## config.mk

```make
export PLATFORM = sky130hd
export DESIGN_NAME = pwm_duty_meter
export DESIGN_NICKNAME = d
export VERILOG_FILES = /design/src/rtl/pwm_meter_pkg.sv /design/src/rtl/pwm_in_cond.sv /design/src/rtl/pwm_duty_meter.sv
export SDC_FILE = /design/constraint.sdc
export NUM_CORES = 1
export LEC_CHECK = 0
export BUFFER_PORTS_ARGS = -buffer_cell sky130_fd_sc_hd__buf_2
export CORE_MARGIN = 2
export CORE_UTILIZATION = 48
export CTS_CLUSTER_DIAMETER = 60
export DETAILED_ROUTE_END_ITERATION = 16
export GPL_TIMING_DRIVEN = 0
export PLACE_DENSITY_LB_ADDON = 0.15
export SYNTH_ARGS = -nofsm -noshare
export SYNTH_HDL_FRONTEND = slang
export SYNTH_SLANG_ARGS = --single-unit
```

## constraint.sdc

```tcl
create_clock -name clk -period 4 [get_ports clk]
set_clock_uncertainty 0.15 [all_clocks]
set_input_delay 0 -clock clk [delete_from_list [all_inputs] [get_ports clk]]
set_output_delay 0 -clock clk [all_outputs]
set_load 0.005 [all_outputs]
```

## src/rtl/pwm_meter_pkg.sv

```systemverilog
// ---------------------------------------------------------------------------
// pwm_meter_pkg
// Shared definitions for the PWM duty meter:
//   - meter_state_e : FSM state encoding (IDLE / MEASURE / STUCK)
//   - DEGLITCH_LEN  : consecutive identical samples needed before the
//                     filtered level follows the input (used only when
//                     PWM_DUTY_METER_DEGLITCH_EN is defined)
// ---------------------------------------------------------------------------
package pwm_meter_pkg;

    typedef enum logic [1:0] {
        ST_IDLE    = 2'd0,
        ST_MEASURE = 2'd1,
        ST_STUCK   = 2'd2
    } meter_state_e;

    localparam int DEGLITCH_LEN = 3;

endpackage

```

## src/rtl/pwm_in_cond.sv

```systemverilog
// ---------------------------------------------------------------------------
// pwm_in_cond
// Input conditioning for the PWM duty meter: brings the asynchronous PWM
// input into the clk domain, optionally filters short glitches, and flags
// rising edges of the resulting level.
//
// Configuration macro: PWM_DUTY_METER_DEGLITCH_EN
//   defined   : s follows the synchronized input only after DEGLITCH_LEN
//               consecutive identical samples
//   undefined : s is the last synchronizer stage
//
// Ports:
//   clk    in   system clock, rising edge
//   rst    in   asynchronous active-high reset
//   pwm_in in   raw PWM input, asynchronous to clk
//   s      out  filtered, synchronized level
//   rise   out  one-cycle flag: s=1 this cycle and s was 0 last cycle
// ---------------------------------------------------------------------------
module pwm_in_cond
    import pwm_meter_pkg::*;
#(
    parameter int SYNC_STAGES = 2
) (
    input  logic clk,
    input  logic rst,
    input  logic pwm_in,
    output logic s,
    output logic rise
);

    logic [SYNC_STAGES-1:0] sync_q;
    logic [SYNC_STAGES-1:0] sync_d;
    logic                   sync_out;
    logic                   s_prev_q;
    logic                   s_prev_d;

    // Shift register synchronizer; bit 0 is the first (metastable) stage.
    always_comb begin
        sync_d = {sync_q[SYNC_STAGES-2:0], pwm_in};
    end

    assign sync_out = sync_q[SYNC_STAGES-1];

    always_ff @(posedge clk or posedge rst) begin
        if (rst) begin
            sync_q <= '0;
        end else begin
            sync_q <= sync_d;
        end
    end

`ifdef PWM_DUTY_METER_DEGLITCH_EN
    localparam int RUN_W = $clog2(DEGLITCH_LEN);

    logic             filt_q;
    logic             filt_d;
    logic [RUN_W-1:0] run_q;
    logic [RUN_W-1:0] run_d;

    // run_q counts consecutive samples that disagree with the filtered
    // level; the level flips on the DEGLITCH_LEN-th disagreeing sample.
    // Any agreeing sample restarts the count, so short pulses vanish.
    always_comb begin
        filt_d = filt_q;
        run_d  = '0;
        if (sync_out != filt_q) begin
            if (run_q == RUN_W'(DEGLITCH_LEN - 1)) begin
                filt_d = sync_out;
                run_d  = '0;
            end else begin
                run_d = run_q + 1'b1;
            end
        end
    end

    always_ff @(posedge clk or posedge rst) begin
        if (rst) begin
            filt_q <= 1'b0;
            run_q  <= '0;
        end else begin
            filt_q <= filt_d;
            run_q  <= run_d;
        end
    end

    assign s = filt_q;
`else
    assign s = sync_out;
`endif

    always_comb begin
        s_prev_d = s;
    end

    always_ff @(posedge clk or posedge rst) begin
        if (rst) begin
            s_prev_q <= 1'b0;
        end else begin
            s_prev_q <= s_prev_d;
        end
    end

    assign rise = s & ~s_prev_q;

endmodule

```

## src/rtl/pwm_duty_meter.sv

```systemverilog
// ---------------------------------------------------------------------------
// pwm_duty_meter
// Measures period and high time (in clk cycles) of a PWM waveform and
// reports each completed period; flags an input that stops toggling.
//
// Configuration macro: PWM_DUTY_METER_DEGLITCH_EN (glitch filter inside
// pwm_in_cond; adds DEGLITCH_LEN cycles of latency when defined).
//
// Ports:
//   clk         in   system clock, rising edge
//   rst         in   asynchronous active-high reset
//   pwm_in      in   PWM input, asynchronous to clk
//   period_cnt  out  last measured period (cycles)
//   high_cnt    out  last measured high time (cycles)
//   meas_valid  out  one-cycle strobe, asserted in the same cycle that
//                    period_cnt/high_cnt take their new values
//   stuck       out  level; no rising edge for TIMEOUT cycles
//   stuck_level out  filtered input level captured when stuck was set
//
// Handshake: meas_valid is a pure strobe with no ready/back-pressure; a
// consumer must capture period_cnt/high_cnt in the cycle meas_valid is 1.
// FSM state is held in state_q for observation.
// ---------------------------------------------------------------------------
module pwm_duty_meter
    import pwm_meter_pkg::*;
#(
    parameter int CNT_W       = 16,
    parameter int TIMEOUT     = 16'hFFFF,
    parameter int SYNC_STAGES = 2
) (
    input  logic             clk,
    input  logic             rst,
    input  logic             pwm_in,
    output logic [CNT_W-1:0] period_cnt,
    output logic [CNT_W-1:0] high_cnt,
    output logic             meas_valid,
    output logic             stuck,
    output logic             stuck_level
);

    localparam logic [CNT_W-1:0] TIMEOUT_C = CNT_W'(TIMEOUT);
    localparam logic [CNT_W-1:0] CNT_MAX   = '1;
    localparam logic [CNT_W-1:0] CNT_ONE   = CNT_W'(1);

    logic s;
    logic rise;

    pwm_in_cond #(
        .SYNC_STAGES(SYNC_STAGES)
    ) u_cond (
        .clk    (clk),
        .rst    (rst),
        .pwm_in (pwm_in),
        .s      (s),
        .rise   (rise)
    );

    meter_state_e     state_q, state_d;
    logic [CNT_W-1:0] per_run_q, per_run_d;
    logic [CNT_W-1:0] hi_run_q, hi_run_d;
    logic [CNT_W-1:0] period_q, period_d;
    logic [CNT_W-1:0] high_q, high_d;
    logic             valid_q, valid_d;
    logic             stuck_q, stuck_d;
    logic             stuck_level_q, stuck_level_d;

    logic [CNT_W-1:0] per_inc;
    logic [CNT_W-1:0] hi_inc;

    // Saturating increments of the running counters.
    always_comb begin
        per_inc = (per_run_q == CNT_MAX) ? per_run_q : per_run_q + CNT_ONE;
        hi_inc  = (s && (hi_run_q != CNT_MAX)) ? hi_run_q + CNT_ONE : hi_run_q;
    end

    always_comb begin
        state_d       = state_q;
        per_run_d     = per_run_q;
        hi_run_d      = hi_run_q;
        period_d      = period_q;
        high_d        = high_q;
        valid_d       = 1'b0;
        stuck_d       = stuck_q;
        stuck_level_d = stuck_level_q;

        case (state_q)
            ST_IDLE, ST_MEASURE: begin
                // An edge wins over a simultaneous timeout.
                if (rise) begin
                    // Counter values cover previous edge (inclusive) up to
                    // this edge (exclusive). In IDLE the span is partial.
                    if (state_q == ST_MEASURE) begin
                        period_d = per_run_q;
                        high_d   = hi_run_q;
                        valid_d  = 1'b1;
                    end
                    per_run_d = CNT_ONE;
                    hi_run_d  = CNT_ONE;
                    state_d   = ST_MEASURE;
                end else if (per_run_q >= TIMEOUT_C) begin
                    state_d       = ST_STUCK;
                    stuck_d       = 1'b1;
                    stuck_level_d = s;
                end else begin
                    per_run_d = per_inc;
                    hi_run_d  = hi_inc;
                end
            end
            ST_STUCK: begin
                // Recovery edge restarts counting, but the period that
                // follows goes through IDLE and is not reported.
                if (rise) begin
                    stuck_d   = 1'b0;
                    per_run_d = CNT_ONE;
                    hi_run_d  = CNT_ONE;
                    state_d   = ST_IDLE;
                end
            end
            default: begin
                state_d = ST_IDLE;
            end
        endcase
    end

    always_ff @(posedge clk or posedge rst) begin
        if (rst) begin
            state_q       <= ST_IDLE;
            per_run_q     <= '0;
            hi_run_q      <= '0;
            period_q      <= '0;
            high_q        <= '0;
            valid_q       <= 1'b0;
            stuck_q       <= 1'b0;
            stuck_level_q <= 1'b0;
        end else begin
            state_q       <= state_d;
            per_run_q     <= per_run_d;
            hi_run_q      <= hi_run_d;
            period_q      <= period_d;
            high_q        <= high_d;
            valid_q       <= valid_d;
            stuck_q       <= stuck_d;
            stuck_level_q <= stuck_level_d;
        end
    end

    assign period_cnt  = period_q;
    assign high_cnt    = high_q;
    assign meas_valid  = valid_q;
    assign stuck       = stuck_q;
    assign stuck_level = stuck_level_q;

endmodule

```

-- Word-level counts from Yosys, hierarchy flattened
Index checks and enable logic that the tools add are counted.
- register bits after elaboration: 72
- output and inout bits: 35
- add/subtract/negate cells: 2
- $lt $le $gt $ge: 1
- eq/ne operators: 11
- muxes and demuxes: 20
- bitwise gates (word level): 3
- reduce and logical (&&, ||, !) cells: 10
- operators with widths (kind ; count):
    $mux 16 ; 7
    $pmux 16 s2 ; 2
    $add 16x1->16 const B ; 2
    $eq 16x16->1 const B ; 1
    $ge 16x16->1 const B ; 1
    $ne 16x16->1 const B ; 1
    $ne 3x3->1 const B ; 4
    $reduce_and 4->1 ; 3
    $mux 1 ; 6
    $mux 2 ; 3
    $ne 2x2->1 const B ; 3
    $reduce_and 3->1 ; 2
    $pmux 2 s2 ; 1
    $eq 2x1->1 const B ; 1
    $eq 2x2->1 const B ; 1
    $logic_not 2->1 ; 1
    $not 1->1 ; 2
    $pmux 1 s2 ; 1
    $reduce_and 2->1 ; 1
    $reduce_bool 2->1 ; 1
    $reduce_or 2->1 ; 1
    $and 1x1->1 ; 1
    $logic_and 1x1->1 ; 1

-- Logic depth before layout (Yosys ltp)
- depth after elaboration: 6
- depth in mapped cells: 8
- depth with buffers taken out: 6

-- Cells and area by module
A second synthesis with hierarchy kept.
- cell total of the unflattened synthesis: 302
- area total of the unflattened synthesis: 3337.0 µm²
- by module, submodules not included (module ; instances ; cells an instance ; area each (µm²) ; sequential area each (µm²)):
    pwm_duty_meter ; 1 ; 297 ; 3244.4 ; 1726.7
    pwm_in_cond ; 1 ; 5 ; 92.6 ; 75.1

-- Worst setup path after synthesis
No wires, ideal clock.
- path type: register to register
- start point: register per_run_q[0]
- end point: register hi_run_q[3]
- setup time: 0.124 ns
- arrival: 1.958 ns
- required time: 3.726 ns
- setup slack: 1.767 ns
- cell stages (with the launch flop): 9
- buffers on the path: 2
- clock period less this slack: 2.233 ns
- path through: dfrtp_1 > ha_1 > nand4_1 > nor4_1 > and2_0 > buf_2 > buf_4 > nor4_1 > a211o_2
- word-level cells in the longest chain between the ends: 3
- ends and longest elaborated chain (element ; RTL line ; source):
    start, declared ; pwm_duty_meter.sv:59 ; logic [CNT_W-1:0] per_run_q, per_run_d;
    start signal, assigned ; pwm_duty_meter.sv:137 ; per_run_q <= per_run_d;
    $ge 16x16->1 ; pwm_duty_meter.sv:100 ; end else if (per_run_q >= TIMEOUT_C) begin
    $ne 3x3->1 (no line) ; - ;
    $reduce_and 4->1 (no line) ; - ;
    end signal, assigned ; pwm_duty_meter.sv:138 ; hi_run_q <= hi_run_d;
    end, declared ; pwm_duty_meter.sv:60 ; logic [CNT_W-1:0] hi_run_q, hi_run_d;
No other way between the ends.
A chain may end at the register's enable or synchronous reset.

-- Worst setup path in the final report
- start point: register per_run_q[0]
- end point: register per_run_q[14]
- word-level cells in the longest chain between the ends: 5
- elaborated cells between the ends (all ways): 10
- classes of those cells: add/sub: 1; order compare: 1; eq/ne: 3; mux: 4; reduce/logical: 1
- ends and longest elaborated chain (element ; RTL line ; source):
    $add 16x1->16 ; pwm_duty_meter.sv:72 ; per_inc = (per_run_q == CNT_MAX) ? per_run_q : per_run_q + CNT_ONE;
    $mux 16 ; pwm_duty_meter.sv:72 ;
    $mux 16 ; pwm_duty_meter.sv:100 ;
    $mux 16 ; pwm_duty_meter.sv:89 ; if (rise) begin
    $pmux 16 s2 ; pwm_duty_meter.sv:86 ; case (state_q)
Parallel ways exist; a longest one is shown, timed or not. The select of a mux whose other input is x is not followed.

==> summary.txt <==
Outcome
  – Status: finished clean

Logic synthesis
  – Number of flops mapped to enable cells by yosys: 0
  – Seq cells post-synth: 72
  – Synth unique cells: 50
  – Syn avg cell area: 10.99 um2
  – Ys async rst share: 100.0%
  – Largest family of logic cells by synthesized area: simple AND/OR/NAND/NOR gates
  – YS warnings: 0
  – Synth Area in XOR/XNOR: 0%
  – Simple-gate share of the synthesized area: 16.85%
  – Sequential-to-total area share from yosys stat: 53.91%
  – Gate count after technology mapping: 304
  – Post-synth top area share: 53.91%
  – Synth Area in Adders: 0.7488%
  – Most used DFF post-synth: dfrtp_1
  – Post-synthesis cell area: 0.003342 mm2
  – Post-synthesis mux area share: 10.78%
  – Yosys top cell by area: dfrtp_1
  – Mapped Nets: 309
  – Synth area leaders: dfrtp_1 (54%), mux2_2 (11%), o21ai_0 (3.6%)
  – Compound-Gate Fraction of Synth Area: 15.16%

Hold path
  – Worst Hold Class: primary input to flop

Floorplan
  – IO Pins: 38
  – Core box area: 0.006756 mm2
  – # rows: 30
  – Die extent in x: 87.44 um
  – Die Span Y: 87.44 um
  – Initial core utilization: 49.46%
  – Total Die Area: 0.007646 mm2

Clock tree
  – CTS clk-pin slew, worst paths: 0.07 ns
  – Clock Path Buffers: 2
  – Post_cts resized: 0
  – H-tree levels: 3
  – Clk sink count: 72
  – Clk root buf: clkbuf_8
  – Worst-Skew Late Latency: 0.34 ns
  – CTS Buf Count: 9
  – CTS tree: built

Pwr
  – Cell-internal power: 1.199 mW
  – Gate power share: 15.4%
  – Max IR drop VDD: 0.0002728 V
  – Reg power frac: 54.9%
  – Static leakage: 1.840 nW
  – Psw: 0.4587 mW
  – Clock power frac: 29.7%
  – Power Dens Cells: 434.5 mW/mm2
  – Sw frac: 27.67%
  – Overall power: 1.658 mW

STA
  – Slew margin rel.: 25.67%
  – Max Fclk: 0.3853 GHz
  – Period utilization: 64.88%
  – Slew @ Worst Pin: 1.105 ns
  – Tmin final: 2.595 ns
  – RSZ-0062 raised after global routing: no
  – Setup violations, final: 0
  – Hold Vio Cnt, Final: 0
  – Setup TNS: 0 ns
  – Final slew viol count: 0

Detailed routing
  – # DRC: 0
  – Routed WL: 6579 um
  – Avg WL per Cell: 14.99 um
  – Vias: 2534
  – DRT Pass-1 Iters: 4
  – Vias per inst: 5.772
  – ANT nets after route: 0
  – Drt initial violations: 158

Setup path
  – Worst Setup End Kind: flop
  – Critical path buffers and inverters: 0
  – Max incr delay on CP: 0.96 ns
  – Worst path cell trace: ha_1 > nand4_1 > nor4_1 > a31oi_1 > o21ai_0 > o31ai_1
  – Critical Path Slowest Stage Cell: nor4_1
  – Reg2Reg Depth: 6
  – Critical path startpoint category: flop
  – Crit path max-delay family: simple AND/OR/NAND/NOR gates
  – End point of the critical path: per_run_q[14]$_DFFE_PP0P_
  – Crit path max fanout: 7
  – Worst R2R End: per_run_q[14]$_DFFE_PP0P_
  – CP Data Arrival Time: 2.67 ns
  – Worst EP required: 4.07 ns
  – R2r startpoint: per_run_q[0]$_DFFE_PP0P_
  – Worst R2R Setup Slack: 1.40 ns
  – Crit. path cell count: 6
  – Worst setup startpoint: per_run_q[0]$_DFFE_PP0P_
  – Kind of critical path: flop to flop

Cells and area
  – Most frequent cells in the layout: dfrtp_1 (72), buf_2 (39), mux2_2 (32)
  – Share of cells above drive strength 1: 28.97%
  – Final Cell Area: 0.003815 mm2
  – Fillers: 628
  – Area growth, synth to finish: 14.15%
  – # diodes: 0
  – Leading cell type in the layout, fill and taps excluded: dfrtp_1
  – Layout Cells excl Fill: 439
  – Total Nets Final: 359

Placement
  – Placer Congestion: 0.7976
  – Post-DP Area: 0.003630 mm2
  – # placed instances: 421
  – IO buf count: 37
  – Dpl hpwl: 4441 um

Run
  – Max Cap Viol: 0

GRT
  – GRT Residual Overflow: 0
  – Vias in the first global route: 2271
  – Initial antenna violation count: 0
  – Largest net degree at the start of global routing: 73
  – First-pass GRT wire length: 11210 um
  – Global Route Usage Sum: 18.96%
-- how the worst min path moves through the flow --
stage	startpoint	end	cells after the start
6_report	pwm_in	u_cond.sync_q[0]$_DFF_PP0_	2
2_1_floorplan	pwm_in	u_cond.sync_q[0]$_DFF_PP0_	0
3_5_place_dp	pwm_in	u_cond.sync_q[0]$_DFF_PP0_	1
5_1_grt	pwm_in	u_cond.sync_q[0]$_DFF_PP0_	2
3_3_place_gp	pwm_in	u_cond.sync_q[0]$_DFF_PP0_	1
4_1_cts	pwm_in	u_cond.sync_q[0]$_DFF_PP0_	2
-- synthesized netlist by cell type (6+ instances only) --
cell type and instances:
a21oi_1 6, and3_1 9, clkbuf_1 7, dfrtp_1 72, inv_1 7, mux2_2 32, nand2_1 24, nand3_1 18
nand4_1 6, nor2_1 24, nor4_1 6, o21ai_0 24, o31ai_1 13
-- through the flow --
stage / util [%] / setup WS [ns] / hold WS [ns]
after floorplan: - / 1.767 / -0.1186
after global placement: 53.69 / 1.159 / -0.04247
after detailed placement: 53.72 / 1.446 / -0.03992
after CTS: 56.46 / 1.420 / 0.1415
after global routing: 56.46 / 1.105 / 0.1505
final: 56.46 / 1.405 / 0.1546
-- layer usage --
metal | vias to the layer above | GRT usage (%) | share of wire [%]
met5 | - | 0 | 0
met1 | 1221 | 29.08 | 50
met2 | 68 | 25.48 | 43
li1 | 1238 | - | -
met4 | 0 | 9.510 | 1.2
met3 | 7 | 3.318 | 5.7
-- cells by family after synthesis --
family | Yosys count
AO/OA/AOI/OAI | 69
adder cells (fa/ha/maj) | 2
buffers and inverters | 19
flip-flops | 72
multiplexers | 32
AND/OR/NAND/NOR | 110
-- what timing repair did --
item	CTS	global route
hold buffers	2	0
endpoints found under the hold margin	73	0
buffers inserted	0	0
-- layout make-up --
type	instances	area, um2	area share (%)
clock buffer	12	145.1	3.805
buffer	12	58.81	1.541
multi-input combinational	213	1455	38.14
tap	80	100.1	2.624
clock inverter	4	20.02	0.5248
sequential	72	1802	47.23
inverter	7	28.78	0.7543
timing repair buffer	39	205.2	5.379
-- flip-flops by register name, summed over array words and instances, names as in the netlist --
| signal | cells |
|---|---|
| stuck | 1 |
| per_run_q | 16 |
| high_cnt | 16 |
| stuck_level | 1 |
| period_cnt | 16 |
| state_q | 2 |
| meas_valid | 1 |
| u_cond.sync_q | 2 |
| hi_run_q | 16 |
| u_cond.s_prev_q | 1 |
-- power groups by stage --
stage | combinational [mW] | sequential (mW) | clock [mW]
after floorplan | 0.170 | 0.912 | 0
after global placement | 0.248 | 0.921 | 0
after detailed placement | 0.256 | 0.925 | 0
after CTS | 0.261 | 0.911 | 0.509
after global routing | 0.289 | 0.930 | 0.546
final | 0.255 | 0.910 | 0.492
(Power assumes the default switching activity.)
